**src/rtl/uart_pkg.sv**
```systemverilog
// Constants shared by the UART transmitter, receiver and transmit FIFO.
// Holds the byte width, the FIFO address width and the launch-state encoding.
package uart_pkg;

  localparam int UART_DATA_W = 8;
  localparam int FIFO_ADDR_W = 4;

  typedef enum logic {
    ST_IDLE = 1'b0,
    ST_BUSY = 1'b1
  } launch_state_e;

endpackage

```
**src/rtl/uart_tx_fifo_if.sv**
```systemverilog
// System-side write port and transmitter-side launch handshake of the TX FIFO.
// The slave modport is the FIFO itself; master is whoever drives it.
interface uart_tx_fifo_if
  import uart_pkg::*;
#(
  parameter int DATA_W = UART_DATA_W,
  parameter int ADDR_W = FIFO_ADDR_W
);

  logic              wr_en;
  logic [DATA_W-1:0] wr_data;
  logic              full;
  logic              empty;
  logic [ADDR_W:0]   level;
  logic              overflow_tick;
  logic              tx_busy;
  logic              tx_start;
  logic [DATA_W-1:0] tx_data;
  logic              tx_done_tick;

  modport master (
    output wr_en, wr_data, tx_done_tick,
    input  full, empty, level, overflow_tick, tx_busy, tx_start, tx_data
  );

  modport slave (
    input  wr_en, wr_data, tx_done_tick,
    output full, empty, level, overflow_tick, tx_busy, tx_start, tx_data
  );

endinterface

```
**src/rtl/fifo_mem_2p.sv**
```systemverilog
// Register array with one synchronous write port and one asynchronous read port.
module fifo_mem_2p
  import uart_pkg::*;
#(
  parameter int DATA_W = UART_DATA_W,
  parameter int ADDR_W = FIFO_ADDR_W
) (
  input  logic              clk,
  input  logic              wr_en,
  input  logic [ADDR_W-1:0] wr_addr,
  input  logic [DATA_W-1:0] wr_data,
  input  logic [ADDR_W-1:0] rd_addr,
  output logic [DATA_W-1:0] rd_data
);

  logic [DATA_W-1:0] mem_q [2**ADDR_W];

  // NOTE: the array is deliberately not reset; every entry is written before it
  // can be read, so a reset would only add a clear path to each register.
  always_ff @(posedge clk) begin
    if (wr_en) begin
      mem_q[wr_addr] <= wr_data;
    end
  end

  assign rd_data = mem_q[rd_addr];

endmodule

```
**src/rtl/uart_tx_fifo.sv**
```systemverilog
// Circular byte FIFO feeding a UART transmitter one frame at a time.
// Pops at launch, then waits for tx_done_tick before launching the next byte.
module uart_tx_fifo
  import uart_pkg::*;
#(
  parameter int DATA_W = UART_DATA_W,
  parameter int ADDR_W = FIFO_ADDR_W
) (
  input  logic           clk,
  input  logic           reset,
  uart_tx_fifo_if.slave  bus
);

  localparam int               LVL_W = ADDR_W + 1;
  localparam logic [LVL_W-1:0] DEPTH = LVL_W'(2 ** ADDR_W);

  launch_state_e     state_q, state_d;
  logic [ADDR_W-1:0] wr_ptr_q, wr_ptr_d;
  logic [ADDR_W-1:0] rd_ptr_q, rd_ptr_d;
  logic [LVL_W-1:0]  level_q, level_d;
  logic              tx_start_q, tx_start_d;
  logic [DATA_W-1:0] tx_data_q, tx_data_d;
  logic              overflow_q, overflow_d;

  logic              full;
  logic              empty;
  logic              wr_accept;
  logic              launch;
  logic [DATA_W-1:0] rd_data;

  assign full      = (level_q == DEPTH);
  assign empty     = (level_q == '0);
  assign wr_accept = bus.wr_en && !full;

  fifo_mem_2p #(
    .DATA_W (DATA_W),
    .ADDR_W (ADDR_W)
  ) u_mem (
    .clk     (clk),
    .wr_en   (wr_accept),
    .wr_addr (wr_ptr_q),
    .wr_data (bus.wr_data),
    .rd_addr (rd_ptr_q),
    .rd_data (rd_data)
  );

  // NOTE: every variable gets its default first, so no path leaves one
  // unassigned and no latch is inferred.
  always_comb begin
    state_d    = state_q;
    wr_ptr_d   = wr_ptr_q;
    rd_ptr_d   = rd_ptr_q;
    level_d    = level_q;
    tx_start_d = 1'b0;
    tx_data_d  = tx_data_q;
    overflow_d = bus.wr_en && full;
    launch     = 1'b0;

    unique case (state_q)
      ST_IDLE: begin
        if (!empty) begin
          launch     = 1'b1;
          state_d    = ST_BUSY;
          tx_start_d = 1'b1;
          tx_data_d  = rd_data;
          rd_ptr_d   = rd_ptr_q + ADDR_W'(1);
        end
      end
      ST_BUSY: begin
        if (bus.tx_done_tick) begin
          state_d = ST_IDLE;
        end
      end
      default: state_d = ST_IDLE;
    endcase

    if (wr_accept) begin
      wr_ptr_d = wr_ptr_q + ADDR_W'(1);
    end

    // A write and a launch in the same cycle cancel out in the level count.
    unique case ({wr_accept, launch})
      2'b10:   level_d = level_q + LVL_W'(1);
      2'b01:   level_d = level_q - LVL_W'(1);
      default: level_d = level_q;
    endcase
  end

  // NOTE: non-blocking assignments make every flop sample pre-edge values,
  // independent of statement order.
  always_ff @(posedge clk) begin
    if (reset) begin
      state_q    <= ST_IDLE;
      wr_ptr_q   <= '0;
      rd_ptr_q   <= '0;
      level_q    <= '0;
      tx_start_q <= 1'b0;
      tx_data_q  <= '0;
      overflow_q <= 1'b0;
    end else begin
      state_q    <= state_d;
      wr_ptr_q   <= wr_ptr_d;
      rd_ptr_q   <= rd_ptr_d;
      level_q    <= level_d;
      tx_start_q <= tx_start_d;
      tx_data_q  <= tx_data_d;
      overflow_q <= overflow_d;
    end
  end

  assign bus.full          = full;
  assign bus.empty         = empty;
  assign bus.level         = level_q;
  assign bus.overflow_tick = overflow_q;
  assign bus.tx_busy       = (state_q == ST_BUSY);
  assign bus.tx_start      = tx_start_q;
  assign bus.tx_data       = tx_data_q;

endmodule

```
**src/flat_wrapper.sv**
```systemverilog
// flat-port wrapper written by rule: the top's interface ports become plain ports
module uart_tx_fifo_flat import uart_pkg::*;
#(
  parameter int DATA_W = UART_DATA_W,
  parameter int ADDR_W = FIFO_ADDR_W
)
  (clk, reset, bus_wr_en, bus_wr_data, bus_tx_done_tick, bus_full, bus_empty, bus_level, bus_overflow_tick, bus_tx_busy, bus_tx_start, bus_tx_data);
  uart_tx_fifo_if #(.DATA_W(DATA_W), .ADDR_W(ADDR_W)) bus_i ();
  input  logic clk;
  input  logic reset;
  input wire logic [$bits(bus_i.wr_en)-1:0] bus_wr_en;
  input wire logic [$bits(bus_i.wr_data)-1:0] bus_wr_data;
  input wire logic [$bits(bus_i.tx_done_tick)-1:0] bus_tx_done_tick;
  output wire logic [$bits(bus_i.full)-1:0] bus_full;
  output wire logic [$bits(bus_i.empty)-1:0] bus_empty;
  output wire logic [$bits(bus_i.level)-1:0] bus_level;
  output wire logic [$bits(bus_i.overflow_tick)-1:0] bus_overflow_tick;
  output wire logic [$bits(bus_i.tx_busy)-1:0] bus_tx_busy;
  output wire logic [$bits(bus_i.tx_start)-1:0] bus_tx_start;
  output wire logic [$bits(bus_i.tx_data)-1:0] bus_tx_data;
  assign bus_i.wr_en = bus_wr_en;
  assign bus_i.wr_data = bus_wr_data;
  assign bus_i.tx_done_tick = bus_tx_done_tick;
  assign bus_full = bus_i.full;
  assign bus_empty = bus_i.empty;
  assign bus_level = bus_i.level;
  assign bus_overflow_tick = bus_i.overflow_tick;
  assign bus_tx_busy = bus_i.tx_busy;
  assign bus_tx_start = bus_i.tx_start;
  assign bus_tx_data = bus_i.tx_data;
  uart_tx_fifo #(.DATA_W(DATA_W), .ADDR_W(ADDR_W)) u_core (.clk(clk), .reset(reset), .bus(bus_i));
endmodule
```
**config.mk**
```make
export PLATFORM = sky130hd
export DESIGN_NAME = uart_tx_fifo_flat
export DESIGN_NICKNAME = d
export VERILOG_FILES = /design/src/rtl/uart_pkg.sv /design/src/rtl/uart_tx_fifo_if.sv /design/src/rtl/fifo_mem_2p.sv /design/src/rtl/uart_tx_fifo.sv /design/src/flat_wrapper.sv
export SDC_FILE = /design/constraint.sdc
export NUM_CORES = 1
export LEC_CHECK = 0
export ABC_CLOCK_PERIOD_IN_PS = 3100
export BUFFER_PORTS_ARGS = -buffer_cell sky130_fd_sc_hd__buf_4
export CORE_MARGIN = 2
export CORE_UTILIZATION = 34
export DETAILED_ROUTE_END_ITERATION = 8
export GPL_ROUTABILITY_DRIVEN = 1
export MAX_ROUTING_LAYER = met4
export PLACE_DENSITY = 0.52
export SYNTH_ARGS = -nofsm -noshare
export SYNTH_HDL_FRONTEND = slang
export SYNTH_SLANG_ARGS = --single-unit
```
**constraint.sdc**
```tcl
create_clock -name clk -period 3.1 [get_ports clk]
set_input_delay 0.62 -clock clk [delete_from_list [all_inputs] [get_ports clk]]
set_output_delay 0.62 -clock clk [all_outputs]
set_load 0.01 [all_outputs]
```
==> results of run 1 <==
-- worst max path at each step --
stage                                endpoint  slack [ns]  cells after the start
after floorplan           u_core.bus.level[4]        0.24                     11
after global placement    u_core.bus.level[4]        0.37                     11
after detailed placement  u_core.bus.level[4]        0.25                     11
after CTS                 u_core.bus.level[4]        0.21                     11
after global routing      u_core.bus.level[4]       0.002                     11
final                     u_core.bus.level[4]        0.21                     11
-- kinds of logic after synthesis --
group,Yosys count,synth area share (%)
XOR/XNOR,8,1.15
adder cells (fa/ha/maj),10,2.18
buffers and inverters,32,2.80
AND/OR/NAND/NOR,78,6.42
flip-flops,152,71.1
multiplexers,67,11.1
AO/OA/AOI/OAI,50,5.25
-- power by group through the flow --
stage	Sequential [µW]	Clock (µW)	Combinational [µW]
after floorplan	2490	0	677
after global placement	2500	0	1020
after detailed placement	2510	0	1050
after CTS	2470	2100	1050
after global routing	2490	2190	1150
final	2470	2060	1040
-- critical path: stages (launching register included) --
cell,delay [ns]
sky130_fd_sc_hd__dfxtp_1,0.36
sky130_fd_sc_hd__nor4_4,0.43
sky130_fd_sc_hd__a21boi_2,0.12
sky130_fd_sc_hd__inv_1,0.07
sky130_fd_sc_hd__ha_1,0.23
sky130_fd_sc_hd__inv_1,0.11
sky130_fd_sc_hd__fa_1,0.39
sky130_fd_sc_hd__nor2b_1,0.20
sky130_fd_sc_hd__o21ai_1,0.11
sky130_fd_sc_hd__nand3_1,0.08
sky130_fd_sc_hd__or3b_1,0.36
sky130_fd_sc_hd__mux2_1,0.31
-- sequential cells by signal (all words and copies together) (netlist names) --
name	count
u_core.bus.tx_busy	1
u_core.u_mem.mem_q	128
u_core.bus.tx_start	1
u_core.bus.overflow_tick	1
u_core.wr_ptr_q	4
u_core.bus.level	5
u_core.bus.tx_data	8
u_core.rd_ptr_q	4
-- cell usage after synthesis, drive strengths merged, types with 2 or more instances --
cell type	number	area, µm²
a21oi	7	35.0
nand3	2	10.0
dfxtp	24	480
nand2b	2	12.5
xor2	5	43.8
nor4	9	71.3
clkbuf	9	36.3
buf	13	96.3
ha	9	113
nand2	8	30.0
or3b	3	26.3
nand3b	3	22.5
edfxtp	128	3840
nor2	38	143
inv	10	37.5
xnor2	3	26.3
a211oi	8	60.1
mux2i	66	661
o22ai	32	200
nor2b	2	12.5
nor3	6	30.0
nand4	2	12.5
-- area by class of cell --
class	count	area, µm²	area share (%)
clock inverter	13	153	2.11
inverter	10	37.5	0.520
sequential	152	4330	60.0
tap	225	282	3.90
timing repair buffer	48	385	5.34
multi-input combinational	213	1590	22.0
antenna	1	2.50	0.0347
clock buffer	19	443	6.14
-- per-layer routing --
metal | part of all wire (%) | track usage, % | vias up
li1 | - | - | 1604
met4 | 1.7 | 5.67 | 0
met3 | 3.6 | 4.23 | 18
met5 | 0 | - | -
met2 | 48 | 24.3 | 63
met1 | 46 | 19.8 | 1673
-- stage by stage --
| step | hold WS, ns | instances | total power [µW] | worst slack [ns] |
|---|---|---|---|---|
| final | 0.486 | 681 | 5560 | 0.213 |
| after global routing | 0.480 | 680 | 5830 | 0.00217 |
| after CTS | 0.465 | 680 | 5620 | 0.214 |
| after detailed placement | 0.495 | 648 | 3560 | 0.248 |
| after global placement | 0.493 | 648 | 3520 | 0.367 |
| after floorplan | 0.513 | 397 | 3160 | 0.244 |
==> results.py, run 1 <==
metrics = {
    "setup_path": {
        "rrSetupSlack_ns": 0.21,
        "crit_type": "reg -> reg",
        "critPathArrivalTime_ns": 3.19,
        "startpoint": "u_core.bus.level[0]",
        "timing.rr.end": "u_core.bus.level[4]",
        "cp-end-kind": "flip-flop",
        "worst-r2r-cell-count": 11,
        "timing.rr.start": "u_core.bus.level[0]",
        "cp.required_ns": 3.40,
        "start_kind": "flip-flop",
        "worstPathMaxFanout": 5,
    },
    "detailed_routing": {
        "vias_per_cell": 4.93,
        "vias": 3358,
        "drtPass1Iterations": 7,
        "routed_wirelength_um": 13300,
        "number_of_drc_violations_after_detailed_routing": 0,
        "drt_iter0_markers": 176,
        "post_drt_wl_per_cell_um": 19.5,
        "final_antenna_net_count": 0,
    },
    "clocking": {
        "cts_repair_resize_count": 0,
        "cts_tree": "done",
        "clock_latency_ns": 0.42,
        "htreeDepth": 4,
        "cts-hold-fix-buffers": 0,
        "clock_sink_count": 152,
        "clk_path_buf_depth": 2,
        "clock_slew_at_the_register_clock_pins_of_the_worst_setup_and_hold_paths_ns": 0.06,
        "clockRootBuffer": "sky130_fd_sc_hd__clkbuf_16",
        "cts_buffers": 17,
        "setup_fix_bufs_post_cts": 0,
    },
    "timing": {
        "achievable-frequency_ghz": 0.346,
        "totalNegativeSetupSlack_ns": 0,
        "grt_setup_unrepaired": "false",
        "timing.clock.skew_ns": 0.00435,
        "worstMarginPinSlew_ns": 0.800,
        "fin_crit_sh_pct": 93.1,
        "setup_viol": 0,
        "maxSlewHeadroom_pct": 46.5,
        "finalCriticalPeriod_ns": 2.89,
        "drv_slew": 0,
        "hold_viol_final": 0,
    },
    "cells_and_area": {
        "area_growth_syn_to_layout_pct": 18.8,
        "postLayoutCoreUtil_pct": 41.4,
        "layout.cell_area.non_filler_mm2": 0.00722,
        "fill_cells": 1590,
        "fraction_of_layout_instances_using_a_drive_strength_above_1_pct": 18.2,
        "nNetsFinal": 464,
        "most-common-layout-cells": "128 x sky130_fd_sc_hd__edfxtp_1, 66 x sky130_fd_sc_hd__mux2i_1, 46 x sky130_fd_sc_hd__buf_4, 38 x sky130_fd_sc_hd__nor2_1, 32 x sky130_fd_sc_hd__o22ai_1",
        "layout_commonest_cell": "sky130_fd_sc_hd__edfxtp_1",
    },
    "logic_synthesis": {
        "mappedNetlistNets": 419,
        "syn-cell-area_mm2": 0.00608,
        "synth.avg_cell_area_um2": 15.3,
        "netlist_instances": 397,
        "synth.lib_cells_used.distinct": 34,
        "synth-edff-count": 128,
        "yosys_register_bits": 152,
        "seq_area_frac_synth_pct": 71.1,
        "yosysWarnings": 0,
        "async_flop_share_pct": 0,
        "synth_flop_cell": "sky130_fd_sc_hd__edfxtp_1",
    },
    "floorplan": {
        "ioPinCount": 30,
        "fp.dieArea_mm2": 0.0190,
        "rows": 48,
        "core_area_mm2": 0.0174,
        "chipHeight_um": 138,
        "die_span_in_x_um": 138,
        "start_util_pct": 34.9,
    },
    "placed_design": {
        "place.port_buffers": 29,
        "hpwlAfterDp_um": 8540,
        "gpl.final_weighted_congestion": 0.758,
        "post_dp_cell_area_mm2": 0.00662,
    },
    "min_path": {
        "holdCritPathClass": "in -> reg",
        "holdCritStartpoint": "bus_wr_en",
        "hold_depth": 2,
        "worst_hold_path.endpoint": "u_core.bus.overflow_tick",
    },
    "grt": {
        "grt_first_pass_wirelength_um": 20100,
        "number_of_antenna_violations_at_the_first_check_in_global_routing": 0,
        "number_of_global_route_vias_before_repair": 3415,
        "overall_overflow_remaining_after_global_route": 0,
        "grt_max_degree": 26,
        "tot_gr_track_use_pct": 15.7,
    },
    "job": {
        "cap_violations": 0,
    },
    "power_and_ir_drop": {
        "cellLeakagePower_uw": 0.00237,
        "p_sw_share_pct": 26.9,
        "power_frac_clock_pct": 37.0,
        "netSwitchingPower_uw": 1500,
        "power.combinational.fraction_pct": 18.7,
        "ir_drop_uv": 413,
        "power-per-cell-area_mw_per_mm2": 771,
        "p_seq_share_pct": 44.3,
        "internal_power_uw": 4070,
    },
    "run_status": {
        "run_status": "complete, no violations",
    },
}
(Power assumes the default switching activity.)
==> run 2: changes to the inputs <==
CELL_PAD_IN_SITES_DETAIL_PLACEMENT = 1   (was not set)
CELL_PAD_IN_SITES_GLOBAL_PLACEMENT = 1   (was not set)
PLACE_DENSITY = 0.59   (was 0.52)
==> run 2 against run 1 <==
  * Non-clock buffer count rose by 2
  * Global-route usage up 1.2 points
  * Power up 2.3%
  * Cell count stayed put
  * Wire length increased by 4.7%
  * Design area is 0.28% higher
  * Largest cell class unchanged
==> results.py, run 2 (synthesis results as in run 1) <==
metrics = {
    "grt": {
        "overall_overflow_remaining_after_global_route": 0,
        "tot_gr_track_use_pct": 16.8,
        "number_of_global_route_vias_before_repair": 3621,
        "number_of_antenna_violations_at_the_first_check_in_global_routing": 0,
        "grt_first_pass_wirelength_um": 21700,
        "grt_max_degree": 37,
    },
    "setup_path": {
        "crit_type": "reg -> reg",
        "timing.rr.end": "u_core.bus.level[4]",
        "cp.required_ns": 3.41,
        "crit_chain": "nor4_4 > a21boi_2 > inv_1 > ha_1 > inv_1 > fa_1 > nor2b_1 > o21ai_1 > nand3_1 > or3b_1 > mux2_1",
        "worst-r2r-cell-count": 11,
        "timing.rr.start": "u_core.bus.level[3]",
        "rrSetupSlack_ns": 0.23,
        "start_kind": "flip-flop",
        "slowest_stage": "sky130_fd_sc_hd__nor4_4",
        "worstPathMaxFanout": 4,
        "critPathMostFrequentCell": "sky130_fd_sc_hd__inv_1",
        "timing.critical_path.slowest_cell_delay_ns": 0.42,
        "cp-end-kind": "flip-flop",
        "crit_buf_inv": 2,
        "critPathArrivalTime_ns": 3.17,
        "timing.critical_path.max_delay_family": "simple AND/OR/NAND/NOR gates",
    },
    "clocking": {
        "clock_sink_count": 152,
        "clk_path_buf_depth": 2,
        "cts_tree": "done",
        "clock_latency_ns": 0.42,
        "clock_slew_at_the_register_clock_pins_of_the_worst_setup_and_hold_paths_ns": 0.06,
        "htreeDepth": 4,
        "cts_buffers": 17,
        "clockRootBuffer": "sky130_fd_sc_hd__clkbuf_16",
    },
    "detailed_routing": {
        "drt_iter0_markers": 188,
        "number_of_drc_violations_after_detailed_routing": 0,
        "drtPass1Iterations": 4,
        "post_drt_wl_per_cell_um": 20.4,
        "vias": 3403,
        "vias_per_cell": 5.00,
        "final_antenna_net_count": 0,
        "routed_wirelength_um": 13900,
    },
    "run_status": {
        "run_status": "complete, no violations",
    },
    "floorplan": {
        "fp.dieArea_mm2": 0.0190,
        "rows": 48,
        "ioPinCount": 30,
        "core_area_mm2": 0.0174,
        "die_span_in_x_um": 138,
        "start_util_pct": 34.9,
        "chipHeight_um": 138,
    },
    "timing": {
        "finalCriticalPeriod_ns": 2.87,
        "totalNegativeSetupSlack_ns": 0,
        "worstMarginPinSlew_ns": 0.464,
        "timing.clock.skew_ns": 0.00667,
        "grt_setup_unrepaired": "false",
        "setup_viol": 0,
        "drv_slew": 0,
        "hold_viol_final": 0,
        "maxSlewHeadroom_pct": 68.8,
        "achievable-frequency_ghz": 0.349,
        "fin_crit_sh_pct": 92.4,
    },
    "min_path": {
        "hold_depth": 2,
        "worst_hold_path.endpoint": "u_core.bus.overflow_tick",
        "holdCritStartpoint": "bus_wr_en",
        "holdCritPathClass": "in -> reg",
    },
    "placed_design": {
        "hpwlAfterDp_um": 9120,
        "post_dp_cell_area_mm2": 0.00662,
        "gpl.final_weighted_congestion": 0.811,
        "place.port_buffers": 29,
    },
    "cells_and_area": {
        "regMostFlops": "u_core.u_mem.mem_q",
        "diodes": 0,
        "area_growth_syn_to_layout_pct": 19.1,
        "most-common-layout-cells": "128 x sky130_fd_sc_hd__edfxtp_1, 66 x sky130_fd_sc_hd__mux2i_1, 49 x sky130_fd_sc_hd__buf_4, 38 x sky130_fd_sc_hd__nor2_1, 32 x sky130_fd_sc_hd__o22ai_1",
        "layout.cell_area.non_filler_mm2": 0.00724,
        "largest_register_ffs": 128,
        "nNetsFinal": 466,
        "layout_commonest_cell": "sky130_fd_sc_hd__edfxtp_1",
        "fraction_of_layout_instances_using_a_drive_strength_above_1_pct": 17.3,
    },
    "power_and_ir_drop": {
        "power-per-cell-area_mw_per_mm2": 786,
        "cellLeakagePower_uw": 0.00238,
        "ir_drop_uv": 413,
        "fin_total_pwr_uw": 5690,
    },
    "job": {
        "cap_violations": 0,
    },
}
## run 2: worst max path at each step
stage,start,to,slack (ns),cells past startpoint
2_1_floorplan,u_core.bus.level[0],u_core.bus.level[4],0.24,11
3_3_place_gp,bus_wr_en,u_core.bus.level[4],0.35,11
3_5_place_dp,u_core.bus.level[0],u_core.bus.level[4],0.21,11
4_1_cts,u_core.bus.level[0],u_core.bus.level[4],0.18,11
5_1_grt,u_core.bus.level[3],u_core.bus.level[4],0.007,11
6_report,u_core.bus.level[3],u_core.bus.level[4],0.23,11
## run 2: power breakdown
| part | total, µW | switching, µW | internal [µW] |
|---|---|---|---|
| combinational | 1050 | 612 | 442 |
| clock | 2180 | 765 | 1410 |
| sequential | 2460 | 113 | 2350 |
| total | 5690 | 1490 | 4200 |
## run 2: per-stage QoR
step	instances	worst slack [ns]	hold slack, ns	util, %
after floorplan	397	0.244	0.513	-
after global routing	681	0.00715	0.456	41.6
after CTS	680	0.182	0.456	41.5
after detailed placement	649	0.207	0.496	38.0
final	681	0.235	0.480	41.6
after global placement	649	0.351	0.492	38.0
## run 2: cell type report
type / instances / area [µm²]
fill: 1786 / 10200
inverter: 10 / 37.5
clock inverter: 11 / 179
clock buffer: 20 / 437
tap: 225 / 282
timing repair buffer: 50 / 388
sequential: 152 / 4330
multi-input combinational: 213 / 1590
## run 2: layer usage
metal  share of wire (%)  track usage (%)  vias up
li1                    -                -     1603
met1                  43             20.5     1735
met2                  52             27.5       51
met3                 3.4             3.90       14
met4                 1.4             6.12        0
met5                   0                -        -
## run 2: what timing repair did
item / in CTS / in global routing
hold buffers: 0 / 0
resized for setup: 0 / 0
setup buffers: 0 / 1
setup endpoints to repair: 0 / 1
hold endpoints to repair: 0 / 0
